**config.mk**
```make
export PLATFORM = sky130hd
export DESIGN_NAME = pipe_mux_skid
export DESIGN_NICKNAME = d
export VERILOG_FILES = /design/src/rtl/pipe_mux_skid_pkg.sv /design/src/rtl/pipe_mux_skid_sel.sv /design/src/rtl/pipe_mux_skid.sv
export SDC_FILE = /design/constraint.sdc
export NUM_CORES = 1
export LEC_CHECK = 0
export ABC_AREA = 1
export CORE_MARGIN = 5
export CORE_UTILIZATION = 46
export CTS_BUF_LIST = sky130_fd_sc_hd__clkbuf_2
export CTS_CLUSTER_DIAMETER = 100
export CTS_CLUSTER_SIZE = 20
export DETAILED_ROUTE_END_ITERATION = 6
export GPL_ROUTABILITY_DRIVEN = 0
export PLACE_DENSITY = 0.91
export SLEW_MARGIN = 20
export SYNTH_ARGS = -nofsm -noshare
export SYNTH_HDL_FRONTEND = slang
export SYNTH_HIERARCHICAL = 1
export SYNTH_SLANG_ARGS = --single-unit
```
**constraint.sdc**
```tcl
create_clock -name clk -period 1.5 [get_ports clk]
set_input_delay 0.45 -clock clk [delete_from_list [all_inputs] [get_ports clk]]
set_output_delay 0.45 -clock clk [all_outputs]
set_load 0.01 [all_outputs]
```
**src/rtl/pipe_mux_skid_pkg.sv**
```systemverilog
// pipe_pkg: handshake state codes ({skid_v, main_v}) and select-width helper
package pipe_pkg;
    localparam logic [1:0] EMPTY = 2'b00;
    localparam logic [1:0] HALF  = 2'b01;
    localparam logic [1:0] FULL  = 2'b11;

    function automatic int clog2_min1(input int n);
        return (n <= 2) ? 1 : $clog2(n);
    endfunction
endpackage

```
**src/rtl/pipe_mux_skid_sel.sv**
```systemverilog
// pipe_sel_comb: N:1 word selector; out-of-range selects fall back to input 0
module pipe_sel_comb
    import pipe_pkg::*;
#(
    parameter int WIDTH = 32,
    parameter int N = 4,
    localparam int SEL_W = clog2_min1(N)
) (
    input  logic [N*WIDTH-1:0] i_data,
    input  logic [SEL_W-1:0]   i_sel,
    output logic [WIDTH-1:0]   o_word,
    output logic               o_oob
);
    always_comb begin
        o_word = i_data[WIDTH-1:0];
        for (int k = 1; k < N; k++)
            if (int'(i_sel) == k) o_word = i_data[k*WIDTH +: WIDTH];
    end

    assign o_oob = int'(i_sel) >= N;
endmodule

```
**src/rtl/pipe_mux_skid.sv**
```systemverilog
// pipe_mux_skid: N-way select into a registered 2-entry skid buffer
// with valid/ready handshake, flush and sticky out-of-range select flag.
module pipe_mux_skid
    import pipe_pkg::*;
#(
    parameter int WIDTH = 32,
    parameter int N = 4,
    localparam int SEL_W = clog2_min1(N)
) (
    input  logic               clk,
    input  logic               rst_n,
    input  logic [N*WIDTH-1:0] data_in,
    input  logic [SEL_W-1:0]   sel,
    input  logic               in_valid,
    output logic               in_ready,
    output logic [WIDTH-1:0]   out_data,
    output logic               out_valid,
    input  logic               out_ready,
    input  logic               flush,
    output logic               sel_err,
    input  logic               err_clr
);
    logic [WIDTH-1:0] w_word;
    logic             w_oob;
    logic             r_main_v, r_skid_v, r_in_ready, r_sel_err;
    logic [WIDTH-1:0] r_main_d, r_skid_d;
    logic [1:0]       w_state, w_nxt;
    logic             w_acc, w_pop;

    pipe_sel_comb #(.WIDTH(WIDTH), .N(N)) u_sel (
        .i_data (data_in),
        .i_sel  (sel),
        .o_word (w_word),
        .o_oob  (w_oob)
    );

    assign w_state = {r_skid_v, r_main_v};
    assign w_acc   = in_valid && r_in_ready && !flush;
    assign w_pop   = r_main_v && out_ready && !flush;

    // the unreachable {1,0} code recovers to EMPTY
    assign w_nxt = flush               ? EMPTY :
                   (w_state == EMPTY)  ? (w_acc ? HALF : EMPTY) :
                   (w_state == HALF)   ? ((w_acc && !w_pop) ? FULL : (!w_acc && w_pop) ? EMPTY : HALF) :
                   (w_state == FULL)   ? (w_pop ? HALF : FULL) : EMPTY;

    always_ff @(posedge clk or negedge rst_n) begin
        if (!rst_n) begin
            r_main_v   <= 1'b0;
            r_skid_v   <= 1'b0;
            r_in_ready <= 1'b1;
            r_sel_err  <= 1'b0;
            r_main_d   <= '0;
            r_skid_d   <= '0;
        end else begin
            r_main_v   <= w_nxt[0];
            r_skid_v   <= w_nxt[1];
            r_in_ready <= !w_nxt[1];
            if (w_state == FULL && w_pop)
                r_main_d <= r_skid_d;
            else if (w_acc && (w_state == EMPTY || w_pop))
                r_main_d <= w_word;
            if (w_acc && w_state == HALF && !w_pop)
                r_skid_d <= w_word;
            if (w_acc && w_oob)
                r_sel_err <= 1'b1;
            else if (err_clr)
                r_sel_err <= 1'b0;
        end
    end

    assign in_ready  = r_in_ready;
    assign out_data  = r_main_d;
    assign out_valid = r_main_v;
    assign sel_err   = r_sel_err;

    a_no_skid_only: assert property (@(posedge clk) disable iff (!rst_n) !(r_skid_v && !r_main_v));
    a_ready_match:  assert property (@(posedge clk) disable iff (!rst_n) r_in_ready == !r_skid_v);
endmodule
```
==> key figures, run 1 <==
Synth
  • Synthesized-area fraction occupied by xor and xnor cells: 0
  • Mapped Avg Cell Area: 6.202 sq um
  • Post-Synthesis Net Count: 855
  • Commonest cells in the netlist: nand2_1, nand3_1, inv_1, dfrtp_1, o21ai_1
  • Dominant cell by count in the synthesized netlist: nand2_1
  • Area of the mapped netlist: 0.004459 sq mm
  • Distinct cells, synth: 20
  • Share of synthesized area occupied by flip-flops and latches: 0.3819
  • Area fraction in and, or, nand and nor cells after synthesis: 0.4321
  • Compound-gate portion of the synthesized area: 0.04265
  • Most common flop cell mapped by yosys: dfrtp_1
  • Ys Warns: 6
  • Area share of the largest cell type after synthesis: 0.3760
  • Share of flip-flops with an asynchronous set or reset: 1.000
  • Area leader, netlist: dfrtp_1
  • Main combinational cell family by area after synthesis: simple AND/OR/NAND/NOR gates
  • Number of flops mapped to enable cells by yosys: 0
  • Proportion of synthesized area in mux cells: 0
  • Synth Instances: 719
  • Total of flip-flops plus latches after synthesis: 68
  • Adder-cell share of the synthesized area: 0
  • Largest cells by area after synthesis: dfrtp_1, nand2_1, nand3_1

Floorplanning
  • Height of the die: 108.5 um
  • Die Area: 0.01176 sq mm
  • Number of placement rows: 36
  • Initial cell density of the core: 0.4648
  • Area of the core: 0.009594 sq mm
  • Number of primary I/O pins: 171
  • Floorplan die width: 108.5 um

Timing
  • Final setup TNS: -318.2 ps
  • Final Hold Vio Count: 0
  • Highest achievable clock rate: 0.6305 GHz
  • Unrepaired setup endpoints after global routing: true
  • Max Clock Skew: 22.50 ps
  • Worst path setup slack after routing: -86.14 ps
  • Crit path time final: 1586 ps
  • Final cycle utilization of the critical path: 1.057
  • Final Slew Violations: 0
  • Number of setup violations in the final report: 17

Worst setup path
  • Critical path's top delay family: flip-flops
  • Startpoint of the worst-slack reg-to-reg timing path: out_valid$_DFF_PN0_
  • Arrival time of data at the critical path endpoint: 1140 ps
  • Crit path required time: 1050 ps
  • Endpoint type of the worst setup path: output pin
  • Critical-path top delay cell: dfstp_2
  • Category of the worst setup path launch point: flip-flop
  • Biggest fanout along the worst timing path: 2
  • Kind of critical path: flip-flop to output pin
  • Length in cells of the worst reg-to-reg path: 8
  • Worst reg2reg endpoint: out_data[28]$_DFFE_PN0P_
  • Ordered list of cells on the worst path: buf_6
  • Critical Path Max Stage Delay: 570 ps
  • Worst reg2reg setup slack: 70 ps
  • Total buffers and inverters traversed by the critical path: 1

Clock tree
  • Clock input transition at the sequential cells of the worst setup and hold paths: 200 ps
  • Later-pin clock latency in the skew report: 490 ps
  • Sink count of the clock tree: 68
  • TritonCTS Buffers: 9
  • Number of buffers on the longest clock path: 2
  • Clock tree from TritonCTS: yes
  • CTS H-tree lvls: 3
  • Clock root cell: clkbuf_2

Global route
  • Fraction of met1 tracks used by global routing: 0.3162
  • Gr ovfl total: 0
  • Number of global-route vias before repair: 4794
  • Highest-utilization routing layer at the global route stage: met2
  • Overall global routing resource usage: 0.2439
  • Largest net degree at the start of global routing: 40
  • Met2 Use GR: 0.4064
  • Initial antenna violation count: 0
  • First-pass GRT wire length: 22890 um
  • Global-route met3 utilization: 0.03582

Placement
  • Half-perimeter wire length after placement: 10620 um
  • Number of buffers added on ports: 170
  • Placed inst area: 0.006477 sq mm
  • Worst slack after detailed placement: -489.4 ps

Routing
  • Total via count after detailed routing: 5176
  • Detailed-route wire length per cell: 14.25 um
  • Total routed wirelength: 14970 um
  • Via count normalized by instance count: 4.930
  • 1st-pass router iterations: 7
  • DRC Markers: 0
  • Number of nets with antenna violations after routing: 0
  • Number of DRC markers in iteration 0: 362

Layout
  • Utilization after layout: 0.7063
  • Final net count: 1048
  • Number of diodes: 0
  • Fraction of layout instances using a drive strength above 1: 0.1352
  • Design area: 0.006777 sq mm
  • Synth-to-layout area growth: 51.96%

Run status
  • Status: finished, violations left
  • Failing checks: negative setup slack

Power and ir drop
  • Highest ir drop seen on vdd: 0.0004536 V
  • Total power divided by cell area: 841.5 mW/mm^2
  • Reported leakage power: 3.802 nW

Hold path
  • Min-Delay Path Class: primary input to asynchronous set/reset pin

Job
  • Maximum capacitance violations: 0
cell families after synthesis:
kind of cell           Yosys count
buffers and inverters          148
other                            1
AND/OR/NAND/NOR                464
flip-flops                      68
AO/OA/AOI/OAI                   38
area by class of cell:
class	instances	area, sq um
Timing Repair Buffer	228	2277
Inverter	102	382.9
Tap cell	133	166.4
Sequential cell	68	1703
Clock buffer	11	55.05
Fill cell	790	2818
Clock inverter	5	52.55
Multi-Input combinational cell	503	2140
power breakdown:
group	switching, mW	internal (mW)
clock network	0.665	0.391
logic	0.979	1.13
registers	0.271	2.27
placed cells by master (no fill, tap or decap), drive strengths merged, types with 2 or more instances in the layout:
cell,count
o21ai,38
dfrtp,67
clkbuf,14
nand3,127
clkinv,3
nor2,3
nand2,330
dlymetal6s2s,3
buf,90
clkdlybuf4s50,131
or2,2
inv,102
state kept, by name, summed over array words and instances (netlist names):
register   flops
out_valid      1
out_data      32
in_ready       1
r_skid_d      32
r_skid_v       1
sel_err        1
worst max-delay path by stage:
stage | depth (start not counted) | endpoint | start | slack (ps)
floorplan | 12 | out_data[11]$_DFFE_PN0P_ | sel[1] | 120
global placement | 10 | out_data[0]$_DFFE_PN0P_ | sel[0] | -460
detailed placement | 10 | out_data[0]$_DFFE_PN0P_ | sel[0] | -490
CTS | 1 | in_ready | in_ready$_DFF_PN1_ | -130
global route | 1 | in_ready | in_ready$_DFF_PN1_ | -130
finish | 1 | in_ready | in_ready$_DFF_PN1_ | -90
stage by stage:
step                std cells  power (mW)  hold WS [ps]
global placement         1010       4.537         393.3
detailed placement       1010       4.591         395.3
finish                   1050       5.702         375.7
floorplan                 719       3.443         154.4
CTS                      1036       5.568         362.6
global route             1050       6.070         373.0
worst register-to-register path, stage by stage, from the launching register on:
cell and delay (ps):
dfrtp_1 380, buf_4 140, nand4_1 220, buf_6 240, buf_12 150, nand2_1 60, nand2_1 60, nand2_1 80
nand2_1 50
routing by layer:
layer	up-vias	wire length (um)
met1	2341	6047
met4	0	467
li1	2582	-
met2	211	7352
met3	42	1097
met5	-	0
what timing repair did:
item	in CTS	in global routing
cloned	0	4
hold buffers	1	0
endpoints found under the setup margin	35	68
endpoints found under the hold margin	22	0
pin swaps	0	2
buffers inserted	9	11
gates resized for setup	152	16
Power figures use the tool's default switching activity.
==> run 2, diff against run 1 <==
Settings changed: CORE_ASPECT_RATIO from default to 0.75, CTS_CLUSTER_SIZE 20 to default, MAX_ROUTING_LAYER from default to met4.
==> run 2 against run 1 <==
Effect of this change:
- the flow still finishes with violations (negative setup slack)
- critical endpoint unchanged
- sequential power barely moved
- global-route usage is 1.6 points higher
- total power rose by 4.4%
- sequential cell count unchanged
- critical path depth stayed put
- via count rose by 0.75%
- worst setup slack worse by 43 ps
- worst hold slack improved by 4.6 ps
- largest power group unchanged
==> key figures, run 2 (synthesis gave the netlist of run 1 again) <==
Job
  • Maximum capacitance violations: 0

Worst setup path
  • Startpoint of the worst-slack reg-to-reg timing path: out_valid$_DFF_PN0_
  • Arrival time of data at the critical path endpoint: 1180 ps
  • Critical path launch point: in_ready$_DFF_PN1_
  • Length in cells of the worst reg-to-reg path: 8
  • Biggest fanout along the worst timing path: 2
  • Category of the worst setup path launch point: flip-flop
  • Critical path's top delay family: flip-flops
  • Crit path required time: 1050 ps
  • Ordered list of cells on the worst path: buf_6
  • Critical-path top delay cell: dfstp_2
  • Endpoint type of the worst setup path: output pin
  • Total buffers and inverters traversed by the critical path: 1
  • Worst reg2reg endpoint: out_data[16]$_DFFE_PN0P_
  • Critical Path Max Stage Delay: 590 ps
  • Worst reg2reg setup slack: 130 ps
  • Kind of critical path: flip-flop to output pin

Placement
  • Placed inst area: 0.006539 sq mm
  • Number of buffers added on ports: 170
  • Number of cells in the design after placement: 1019
  • Half-perimeter wire length after placement: 11230 um

Floorplanning
  • Initial cell density of the core: 0.4655
  • Floorplan die width: 123.7 um
  • Number of primary I/O pins: 171
  • Die Area: 0.01178 sq mm
  • Number of placement rows: 31
  • Area of the core: 0.009580 sq mm
  • Height of the die: 95.27 um

Clock tree
  • Later-pin clock latency in the skew report: 500 ps
  • Sink count of the clock tree: 68
  • Clock input transition at the sequential cells of the worst setup and hold paths: 210 ps
  • CTS H-tree lvls: 3
  • Clock tree from TritonCTS: yes
  • TritonCTS Buffers: 9
  • Number of buffers on the longest clock path: 2
  • Clock root cell: clkbuf_2

Run status
  • Status: finished, violations left
  • Failing checks: negative setup slack

Layout
  • Fraction of layout instances using a drive strength above 1: 0.1475
  • Number of non-filler instances in the completed layout: 1063
  • Synth-to-layout area growth: 52.75%
  • Final net count: 1060
  • Utilization after layout: 0.7110
  • Most common cell after layout, fill and taps aside: nand2_1
  • Most frequent cells in the layout: nand2_1, clkdlybuf4s50_1, nand3_1
  • Design area: 0.006812 sq mm

Global route
  • Met2 Use GR: 0.4134
  • Number of global-route vias before repair: 4806
  • Overall global routing resource usage: 0.2600
  • Initial antenna violation count: 2
  • Global-route met3 utilization: 0.04982
  • Highest-utilization routing layer at the global route stage: met2
  • Largest net degree at the start of global routing: 47
  • First-pass GRT wire length: 23380 um
  • Fraction of met1 tracks used by global routing: 0.3387
  • Gr ovfl total: 0

Timing
  • Worst Hold Slack: 380.3 ps
  • Max Clock Skew: 22.73 ps
  • Unrepaired setup endpoints after global routing: true
  • Final Slew Violations: 0
  • Highest achievable clock rate: 0.6137 GHz
  • Final cycle utilization of the critical path: 1.086
  • Crit path time final: 1630 ps
  • Final setup TNS: -614.8 ps
  • Final Hold Vio Count: 0
  • Worst path setup slack after routing: -129.5 ps
  • Number of setup violations in the final report: 28

Routing
  • 1st-pass router iterations: 6
  • DRC Markers: 0
  • Total via count after detailed routing: 5215
  • Number of DRC markers in iteration 0: 405
  • Total routed wirelength: 14950 um
  • Detailed-route wire length per cell: 14.07 um
  • Number of nets with antenna violations after routing: 0
  • Via count normalized by instance count: 4.906

Power and ir drop
  • Highest ir drop seen on vdd: 0.0004649 V
  • Reported leakage power: 3.808 nW
  • Total power divided by cell area: 873.9 mW/mm^2

Hold path
  • Min-Delay Path Class: primary input to asynchronous set/reset pin
==> run 2: cell types whose count changed in the layout (fill, tap and decap cells not counted), sizes merged, moves of 2 or more <==
cell,previous run,this run
clkbuf,14,10
dlymetal6s2s,3,0
diode,0,2
clkdlybuf4s50,131,133
buf,90,105
==> run 2: area by class of cell <==
| cell class | instances | area, sq um |
|---|---|---|
| Fill cell | 799 | 2769 |
| Timing Repair Buffer | 240 | 2282 |
| Multi-Input combinational cell | 503 | 2131 |
| Sequential cell | 68 | 1704 |
| Inverter | 102 | 385.4 |
| Tap cell | 132 | 165.2 |
| Clock inverter | 6 | 88.84 |
| Clock buffer | 10 | 50.05 |
| Antenna cell | 2 | 5.005 |
==> run 2: per-layer routing <==
layer	part of all wire	vias up	routed length (um)
met1	0.41	2352	6187
met5	0	-	0
li1	-	2605	-
met2	0.48	229	7230
met4	0.022	0	327
met3	0.081	29	1207
==> run 2: worst register-to-register path, stage by stage, from the launching register on <==
cell	delay [ps]
dfrtp_1	420
buf_4	150
nand4_1	150
buf_6	170
buf_12	170
nand2_1	90
nand2_1	60
nand2_1	50
nand2_1	50
==> run 2: what timing repair did <==
| action | CTS | global route |
|---|---|---|
| hold endpoints to repair | 21 | 0 |
| buffers inserted | 12 | 13 |
| hold buffers | 1 | 0 |
| endpoints found under the setup margin | 42 | 56 |
| gates resized for setup | 145 | 17 |
==> run 2: how the worst max path moves through the flow <==
stage / to / slack [ps] / cells past startpoint
6_report: in_ready / -130 / 1
5_1_grt: in_ready / -190 / 1
4_1_cts: in_ready / -160 / 1
3_5_place_dp: out_data[4]$_DFFE_PN0P_ / -610 / 11
3_3_place_gp: out_data[3]$_DFFE_PN0P_ / -560 / 11
2_1_floorplan: out_data[11]$_DFFE_PN0P_ / 120 / 12
==> run 2: per-stage QoR <==
stage	setup WS [ps]	power, mW
CTS	-155.1	5.763
global placement	-555.8	4.539
finish	-129.5	5.953
global route	-192.7	6.343
floorplan	117.4	3.443
detailed placement	-607.3	4.608
==> run 2: power by group <==
group          switching [mW]  internal, mW  total [mW]
logic                   0.986          1.17        2.15
clock network           0.688         0.557        1.25
registers               0.285          2.27        2.55
total                    1.96          3.99        5.95
